--- config.mk ---
export PLATFORM = sky130hd
export DESIGN_NAME = pwm_shadow_bank
export DESIGN_NICKNAME = d
export VERILOG_FILES = /design/src/rtl/pwm_shadow_bank.sv
export SDC_FILE = /design/constraint.sdc
export NUM_CORES = 1
export LEC_CHECK = 0
export CAP_MARGIN = 20
export CORE_MARGIN = 2
export CORE_UTILIZATION = 45
export CTS_BUF_LIST = sky130_fd_sc_hd__clkbuf_4
export DETAILED_ROUTE_END_ITERATION = 10
export GPL_TIMING_DRIVEN = 0
export PLACE_DENSITY = 0.7
export SYNTH_ARGS = -nofsm -noshare
export SYNTH_HDL_FRONTEND = slang
export SYNTH_SLANG_ARGS = --single-unit
--- constraint.sdc ---
create_clock -name clk -period 4.2 [get_ports clk]
set_input_delay 0.42 -clock clk [delete_from_list [all_inputs] [get_ports clk]]
set_output_delay 0.42 -clock clk [all_outputs]
set_load 0.05 [all_outputs]
--- src/rtl/pwm_shadow_bank.sv ---
// Shadow register bank for the PWM compare/period path: per-channel staging
// registers are copied to the active outputs together on a selected carrier event.
module pwm_shadow_bank #(
  parameter int WIDTH    = 16,
  parameter int CHANNELS = 8,
  localparam int CW      = (CHANNELS > 1) ? $clog2(CHANNELS) : 1
) (
  input  logic                      clk,
  input  logic                      reset_n,
  input  logic                      pwm_onoff,
  input  logic [1:0]                mode,
  input  logic                      evt_zero,
  input  logic                      evt_period,
  input  logic                      wr_valid,
  output logic                      wr_ready,
  input  logic [CW-1:0]             wr_chan,
  input  logic [WIDTH-1:0]          wr_data,
  input  logic                      commit,
  input  logic                      clr_overrun,
  output logic [CHANNELS*WIDTH-1:0] reg_out,
  output logic [CHANNELS-1:0]       pending,
  output logic                      armed,
  output logic                      upd_done,
  output logic                      overrun
);

  localparam logic        PWM_ON = 1'b1;
  localparam logic [CW:0] CH_LIM = (CW+1)'(CHANNELS);

  logic [CHANNELS-1:0][WIDTH-1:0] staging_p0;
  logic [CHANNELS-1:0]            pending_p0;
  logic [CHANNELS-1:0]            pending_d;
  logic                           armed_p0;
  logic                           armed_d;
  logic                           overrun_p0;
  logic                           overrun_d;
  logic [CHANNELS-1:0][WIDTH-1:0] active_p1;
  logic                           upd_done_p1;
  logic                           chan_ok;
  logic                           wr_hit;
  logic                           xfer;

  // A transfer is allowed when the carrier is stopped, in immediate mode,
  // or when an event enabled by the mode bits fires this cycle.
  function automatic logic load_event(input logic [1:0] m, input logic on,
                                      input logic ez, input logic ep);
    return (on != PWM_ON) || (m == 2'b00) || (m[0] && ez) || (m[1] && ep);
  endfunction

  assign wr_ready = !armed_p0;
  assign chan_ok  = ({1'b0, wr_chan} < CH_LIM);
  assign wr_hit   = wr_valid && wr_ready && chan_ok;
  assign xfer     = armed_p0 && load_event(mode, pwm_onoff, evt_zero, evt_period);

  always_comb begin
    pending_d = pending_p0;
    if (xfer) begin
      pending_d = '0;
    end
    for (int i = 0; i < CHANNELS; i++) begin
      if (wr_hit && (wr_chan == CW'(i))) begin
        pending_d[i] = 1'b1;
      end
    end
  end

  always_comb begin
    armed_d = armed_p0;
    if (xfer) begin
      armed_d = 1'b0;
    end else if (commit && !armed_p0) begin
      armed_d = 1'b1;
    end
  end

  // Overrun set takes priority over a simultaneous clear.
  always_comb begin
    overrun_d = overrun_p0;
    if (commit && armed_p0) begin
      overrun_d = 1'b1;
    end else if (clr_overrun) begin
      overrun_d = 1'b0;
    end
  end

  // Stage 0: staging registers and control flags
  always_ff @(posedge clk or negedge reset_n) begin
    if (!reset_n) begin
      pending_p0 <= '0;
      armed_p0   <= 1'b0;
      overrun_p0 <= 1'b0;
    end else begin
      pending_p0 <= pending_d;
      armed_p0   <= armed_d;
      overrun_p0 <= overrun_d;
    end
  end

  always_ff @(posedge clk or negedge reset_n) begin
    if (!reset_n) begin
      staging_p0 <= '0;
    end else begin
      for (int i = 0; i < CHANNELS; i++) begin
        if (wr_hit && (wr_chan == CW'(i))) begin
          staging_p0[i] <= wr_data;
        end
      end
    end
  end

  // Stage 1: active outputs, loaded atomically from pending staging slots
  always_ff @(posedge clk or negedge reset_n) begin
    if (!reset_n) begin
      active_p1   <= '0;
      upd_done_p1 <= 1'b0;
    end else begin
      upd_done_p1 <= xfer;
      for (int i = 0; i < CHANNELS; i++) begin
        if (xfer && pending_p0[i]) begin
          active_p1[i] <= staging_p0[i];
        end
      end
    end
  end

  assign reg_out  = active_p1;
  assign pending  = pending_p0;
  assign armed    = armed_p0;
  assign upd_done = upd_done_p1;
  assign overrun  = overrun_p0;

endmodule

# Yosys cells after proc, flatten, opt, wreduce, memory -nomap -nowiden
# Index checks and enable logic that the tools add are counted.
# word_totals
ramBits,0
latchBits,0
rom_bits,0
register_bits,267
memories,0
wordCells,86
# classes
n_eq_ne,7
magnitude_cmp,0
div,0
multipliers,0
bitwise_logic,1
addsub,0
n_reduce_logical,38
n_mux,13
shifts,0
# ops
cell,count
$logic_and 1x1->1,22
$reduce_bool 2->1,10
$eq 3x3->1 const B,4
$mux 1,12
$mux 8,1
$eq 3x2->1 const B,2
$eq 3x1->1 const B,1
$logic_not 3->1,1
$logic_or 1x1->1,3
$logic_not 2->1,1
$logic_not 1->1,1
$not 1->1,1

# Logic depth before layout (Yosys ltp)
# Gate-level depths: netlist (run 1).
# depth
word_depth,7
mapped_depth,6
depth_no_buf,4

# Worst setup path after synthesis (run 1)
# Ideal clock, no wire load.
# synth_path
path_type,register to register
start,"reg armed_p0, in the netlist armed"
end,"reg active_p1, in the netlist reg_out[101]"
setup_slack_ps,2236
required_time_ps,4073
t_arrival_ps,1836
period_less_slack_ps,1964
path_stages_with_launch,6
path_buffers,2
setup_time_ps,127
path_cell_list,dfrtp_1 -> buf_2 -> nand2_1 -> a41oi_4 -> buf_6 -> mux2_1
# synth_via
elab_chain_len,2
# synth_rtl
element,line,rtl
start: declaration,33,logic armed_p0;
start signal: assignment,94,armed_p0 <= armed_d;
$logic_and 1x1->1,53,"assign xfer = armed_p0 && load_event(mode, pwm_onoff, evt_zero, evt_period);"
$logic_and 1x1->1,119,if (xfer && pending_p0[i]) begin
end signal: indexed assignment,120,active_p1[i] <= staging_p0[i];
end: declaration,37,logic [CHANNELS-1:0][WIDTH-1:0] active_p1;
# No other way between the ends.
# A chain may end at the register's enable or synchronous reset.

# Final worst setup path (run 1)
# layout_path
start,"reg armed_p0, in the netlist armed"
end,out wr_ready
# layout_via
elab_chain_len,1
# layout_rtl
element,line,rtl
$logic_not 1->1,50,assign wr_ready = !armed_p0;
end: declaration,15,"output logic wr_ready,"
# No other way between the ends.

==> summary.md, run 1 <==
| Metric | Value |
|---|---|
| Met3 wire len | 1620 um |
| Worst setup EP type | output pin |
| Cell area after layout | 0.0133 mm^2 |
| Post-synthesis mux area share | 0.281 |
| Core area | 0.0225 mm^2 |
| Finished Layout Cells | 1,176 |
| Pwr/cell area | 804 mW/mm^2 |
| Syn avg cell area | 17.2 um^2 |
| Number of port buffers | 165 |
| HPWL after detailed placement | 15,800 um |
| Yosys reg bits | 267 |
| DR iter-0 viols | 215 |
| Net Count, Synth | 627 |
| Largest family of logic cells by synthesized area | multiplexers |
| Die extent in y | 155 um |
| Die Wd | 155 um |
| Worst hold path class | input port to flip-flop |
| Post-synthesis xor/xnor area fraction | 0 |
| CP top delay family | buffers and inverters |
| Metal2 WL | 11,000 um |
| Final worst-path cycle share | 0.650 |
| Max cap viols | 0 |
| Crit-path slowest cell | clkdlybuf4s50_1 |
| Slew HR | 0.575 |
| Worst IR drop on VDD | 0.556 mV |
| Adder-cell area share of the yosys netlist | 0 |
| Initial antenna violation count | 2 |
| Top cells by area, synth | dfrtp_1 (65%), mux2_2 (19%), mux2_1 (8.8%), a41oi_4 (2.1%), buf_6 (0.99%) |
| Row count | 55 |
| Yosys top cell by area | dfrtp_1 |
| Routability cong. | 0.762 |
| EDFF count, synth | 0 |
| Cells after Synth | 598 |
| Crit. path cell count | 3 |
| Max incr delay on CP | 0.84 ns |
| Final Setup Violations | 0 |
| Status | complete, no violations |
| Filler instances | 1,750 |
| # clock sinks | 267 |
| Layout area overhead | 29.3% |
| Layout cells sized above 1 | 0.378 |
| Crit Path Class | flip-flop to output pin |
| Final hold vios | 0 |
| Vias per inst | 5.14 |
| Post-synthesis async set-or-reset flop share | 1.00 |
| Met1 WL | 10,200 um |
| Total track usage | 0.201 |
| Global-route wire length before repair | 37,100 um |
| Critical Path AT | 2.31 ns |
| Root Buffer | clkbuf_4 |
| CP Cell Sequence | buf_2 > inv_1 > clkdlybuf4s50_1 |
| DP Worst Slack | 1.68 ns |
| Final wirelength | 23,200 um |
| Die footprint | 0.0240 mm^2 |
| Final worst slack | 1.47 ns |
| DR top layer | met5 |
| Pre-antenna DRT Iters | 4 |
| Placed cell areas | 0.0123 mm^2 |
| TritonCTS Buffers | 72 |
| Post-Route Setup TNS | 0 ns |
| RSZ-0062 raised after global routing | false |
| Synth Area in Compound Gates | 0.0283 |
| Simple-Gate Fraction of Synth Area | 0.0189 |
| Main synth FF type | dfrtp_1 |
| Placed Instances | 1,050 |
| Final net count | 869 |
| Post-synthesis sequential area ratio | 0.651 |
| Leak Pwr | 5.97 nW |
| Routed len/inst | 19.7 um |
| Final slew viol count | 0 |
| Power, Total | 10.7 mW |
| Antenna Nets Post-Route | 0 |
| R2r worst-path depth | 5 |
| Post-CTS Setup Inserts | 0 |
| Tmin final | 2.73 ns |
| CTS clk-pin slew, worst paths | 0.06 ns |
| Vias in the first global route | 6,650 |
| Grt ovf | 0 |
| Layout Skew | 0.0421 ns |
| Hold path depth | 3 |
| Ys Warns | 0 |
| Top cell type's share of synthesized area | 0.651 |
| Clk_lat worst skew | 0.65 ns |
| Via count | 6,041 |
| CTS max path bufs | 3 |
| # DRC | 0 |
| # H-tree levels | 3 |
| Startpoint types | flip-flop |
| WP buf/inv | 3 |
| Actual slew at the worst max-slew pin | 0.638 ns |
| Area of the mapped netlist | 0.0103 mm^2 |
| Fmax | 366 MHz |
| CTS tree | built |
| Cell variety after synth | 23 |
| Number of gates resized after CTS | 0 |
| Worst EP required | 3.78 ns |
| # IOs | 169 |
| CP max FO | 10 |
| Largest net degree at the start of global routing | 106 |
| Initial Utilization | 0.456 |
-- flip-flops by register name, indices dropped and copies added (netlist names) --
signal	count
armed	1
staging_p0	128
overrun	1
pending	8
reg_out	128
upd_done	1
-- what timing repair did --
item / 4_1_cts / 5_1_grt
endpoints found under the setup margin: 0 / 0
endpoints found under the hold margin: 82 / 0
hold buffers: 1 / 0
-- final timing paths --
path / from / endpoint / slack (ns)
min in group asynchronous: reset_n / reg_out[75]$_DFFE_PN0P_ / 0.38
setup reg to reg: armed$_DFFE_PN0P_ / reg_out[124]$_DFFE_PN0P_ / 2.23
hold / removal: wr_chan[1] / staging_p0[81]$_DFFE_PN0P_ / 0.30
max in group asynchronous: reset_n / reg_out[4]$_DFFE_PN0P_ / 2.89
setup / recovery: armed$_DFFE_PN0P_ / wr_ready / 1.47
hold reg to reg: staging_p0[103]$_DFFE_PN0P_ / reg_out[103]$_DFFE_PN0P_ / 0.47
-- tightest hold or removal path, delay by kind of cell --
family,cells,cell delay (ns)
multiplexers,1,0.22
AND/OR/NAND/NOR,1,0.10
buffers and inverters,1,0.17
-- layout make-up --
cell class	instances	area, um^2	share of cell area
inverters	7	26.3	0.00198
repair buffers	168	1720	0.130
diodes	1	2.50	0.000189
clock buffers	114	856	0.0646
plain buffers	23	181	0.0137
flip-flops and latches	267	6680	0.504
well taps	285	357	0.0269
clock inverters	10	63.8	0.00481
multi-input cells	301	3370	0.254
-- stage by stage --
stage               utilization  hold WS [ns]
floorplan                     -         0.124
global placement          0.545         0.466
detailed placement        0.548         0.458
CTS                       0.589         0.226
global route              0.589         0.242
finish                    0.589         0.302
-- kinds of logic (layout without fill, tap and decap cells) --
family                 count (synthesis)  after routing
AOI/OAI and AO/OA                     19             19
muxes                                256            256
other                                  0              1
DFF                                  267            267
buffers and inverters                 30            322
and+or+nand+nor                       26             26
-- synthesized netlist by cell type (all sizes together) (2+ instances only) --
cell type / instances
a41oi: 8
buf: 22
nor3b: 3
inv: 7
a21o: 4
dfrtp: 267
o21ai: 6
nor2: 2
mux2: 256
nand3b: 3
nand2: 14
-- report_power, final --
part | internal [mW] | leakage (nW) | switching (mW)
sequential | 3.49 | 3.32 | 0.523
clock | 1.28 | 0.555 | 1.02
combinational | 1.60 | 2.09 | 2.74
total | 6.37 | 5.97 | 4.28
-- layout by cell type, fill, tap and decap left out, types with 7 or more instances in the layout --
cell             netlist  routed
dfrtp_1              267     267
clkdlybuf4s50_1        0     164
nand2_1               11      11
clkinv_1               0       8
clkbuf_4               0     114
a41oi_4                8       8
inv_1                  7       7
mux2_1                80      80
mux2_2               176     176
buf_2                  9       9
buf_6                  9       9
-- per-layer routing --
metal,up-vias,global-route usage
met5,-,0
met4,2,0.0626
met2,200,0.320
met1,3132,0.262
met3,37,0.0696
li1,2670,-
Note: power is estimated with default switching activity, not from simulation.
==> run 2, diff against run 1 <==
==> constraint.sdc (replaced) <==
create_clock -name clk -period 2.6 [get_ports clk]
set_input_delay 0.26 -clock clk [delete_from_list [all_inputs] [get_ports clk]]
set_output_delay 0.26 -clock clk [all_outputs]
set_load 0.05 [all_outputs]
==> run 2 against run 1 <==
Against the previous run: worst setup slack worse by 1.2 ns; largest cell class unchanged; largest power group unchanged; utilization about the same; hold slack worse by 0.16 ns.
==> summary.md, run 2 (same netlist as run 1, synthesis figures left out) <==
| Metric | Value |
|---|---|
| Initial Utilization | 0.456 |
| Internal Power | 10.3 mW |
| Fmax | 438 MHz |
| Status | complete, no violations |
| Worst setup EP type | output pin |
| Final Setup Violations | 0 |
| CP top delay family | buffers and inverters |
| Crit Path Class | flip-flop to output pin |
| Final Util | 0.589 |
| Initial antenna violation count | 2 |
| Vias in the first global route | 6,650 |
| Core area | 0.0225 mm^2 |
| Pre-antenna DRT Iters | 4 |
| Global-route wire length before repair | 37,100 um |
| Number of port buffers | 165 |
| Crit-path slowest cell | dlygate4sd2_1 |
| # H-tree levels | 3 |
| CTS tree | built |
| CTS clk-pin slew, worst paths | 0.06 ns |
| Largest net degree at the start of global routing | 106 |
| WP buf/inv | 3 |
| Clk_lat worst skew | 0.65 ns |
| Layout area overhead | 29.2% |
| Grt ovf | 0 |
| Antenna Nets Post-Route | 0 |
| # DRC | 0 |
| Tmin final | 2.28 ns |
| Most frequent cells in the layout | dfrtp_1 (267), mux2_2 (176), clkdlybuf4s50_1 (163) |
| Clock network power share | 0.216 |
| Post-CTS Setup Inserts | 0 |
| Placed Instances | 1,050 |
| Most common cell after layout, fill and taps aside | dfrtp_1 |
| # IOs | 169 |
| Critical Path AT | 2.02 ns |
| Hold path depth | 3 |
| DR iter-0 viols | 215 |
| Layout cells sized above 1 | 0.378 |
| TritonCTS Buffers | 72 |
| Final slew viol count | 0 |
| CP max FO | 10 |
| Die footprint | 0.0240 mm^2 |
| Vias per inst | 5.14 |
| Leak Pwr | 5.97 nW |
| Crit. path cell count | 3 |
| Max incr delay on CP | 0.55 ns |
| Root Buffer | clkbuf_4 |
| HPWL after detailed placement | 15,800 um |
| Finished Layout Cells | 1,176 |
| Final net count | 869 |
| Routed len/inst | 19.7 um |
| Max cap viols | 0 |
| Worst hold path class | input port to flip-flop |
| Sequential power share | 0.377 |
| RSZ-0062 raised after global routing | false |
| Startpoint types | flip-flop |
| Comb pwr share | 0.407 |
| Total track usage | 0.201 |
| Final wirelength | 23,200 um |
| CTS max path bufs | 3 |
| Worst IR drop on VDD | 0.898 mV |
| Final hold vios | 0 |
| R2r worst-path depth | 5 |
| Via count | 6,041 |
| Sw power | 6.92 mW |
| Row count | 55 |
| Worst EP required | 2.34 ns |
| Die extent in y | 155 um |
| Slew HR | 0.575 |
| Final worst-path cycle share | 0.878 |
| Actual slew at the worst max-slew pin | 0.638 ns |
| Minimum hold slack | 0.142 ns |
| CP Cell Sequence | buf_2 > inv_1 > dlygate4sd2_1 |
| Sw Ratio | 0.402 |
| Die Wd | 155 um |
| Routability cong. | 0.762 |
| Layout Skew | 0.0421 ns |
| Pwr/cell area | 1300 mW/mm^2 |
| # clock sinks | 267 |
## run 2: cell count changes in the layout (fill, tap and decap cells not counted)
cell	before	now
dlygate4sd2_1	0	1
clkdlybuf4s50_1	164	163
## run 2: per-stage QoR
| step | power [mW] | setup slack [ns] | setup TNS [ns] | instance area, um^2 |
|---|---|---|---|---|
| final | 17.2 | 0.316 | 0 | 13300 |
| after global routing | 18.0 | 0.178 | 0 | 13300 |
| after CTS | 17.4 | 0.248 | 0 | 13300 |
| after detailed placement | 13.6 | 0.241 | 0 | 12300 |
| after global placement | 13.4 | -9.21 | -2453.53 | 12300 |
| after floorplan | 10.9 | 0.636 | 0 | 10300 |
## run 2: final timing paths
kind	startpoint	endpoint	slack, ns
worst max-delay path	armed$_DFFE_PN0P_	wr_ready	0.32
worst min-delay path	wr_chan[1]	staging_p0[81]$_DFFE_PN0P_	0.14
worst max register to register	armed$_DFFE_PN0P_	reg_out[124]$_DFFE_PN0P_	0.63
worst min register to register	staging_p0[103]$_DFFE_PN0P_	reg_out[103]$_DFFE_PN0P_	0.47
max in group asynchronous	reset_n	reg_out[4]$_DFFE_PN0P_	1.45
min in group asynchronous	reset_n	reg_out[75]$_DFFE_PN0P_	0.22
## run 2: cell type report
class                   instances  area (um^2)
clock buffers                 114          856
plain buffers                  23          181
clock inverters                10         63.8
fillers                      1751         9250
diodes                          1         2.50
multi-input cells             301         3370
inverters                       7         26.3
flip-flops and latches        267         6680
well taps                     285          357
repair buffers                168         1720
## run 2: timing repair
item	in CTS	in global routing
hold buffers	1	0
hold endpoints to repair	82	0
resized for setup	1	0
endpoints found under the setup margin	1	0
## run 2: worst min-delay path, cell delays in order
cell and delay, ns:
buf_2 0.17, nor3b_4 0.10, mux2_2 0.22
## run 2: power by group through the flow
| stage | Clock, mW | Sequential [mW] | Combinational, mW |
|---|---|---|---|
| 2_1_floorplan | 0 | 9.62 | 1.32 |
| 3_3_place_gp | 0 | 6.48 | 6.94 |
| 3_5_place_dp | 0 | 6.55 | 7.06 |
| 4_1_cts | 3.85 | 6.49 | 7.07 |
| 5_1_grt | 4.08 | 6.67 | 7.28 |
| 6_report | 3.72 | 6.48 | 7.01 |
## run 2: metal layers
layer	track usage	vias to the layer above	share of wire
met5	0	-	0.00056
met3	0.0696	37	0.070
met4	0.0626	2	0.015
met2	0.320	200	0.48
li1	-	2670	-
met1	0.262	3132	0.44
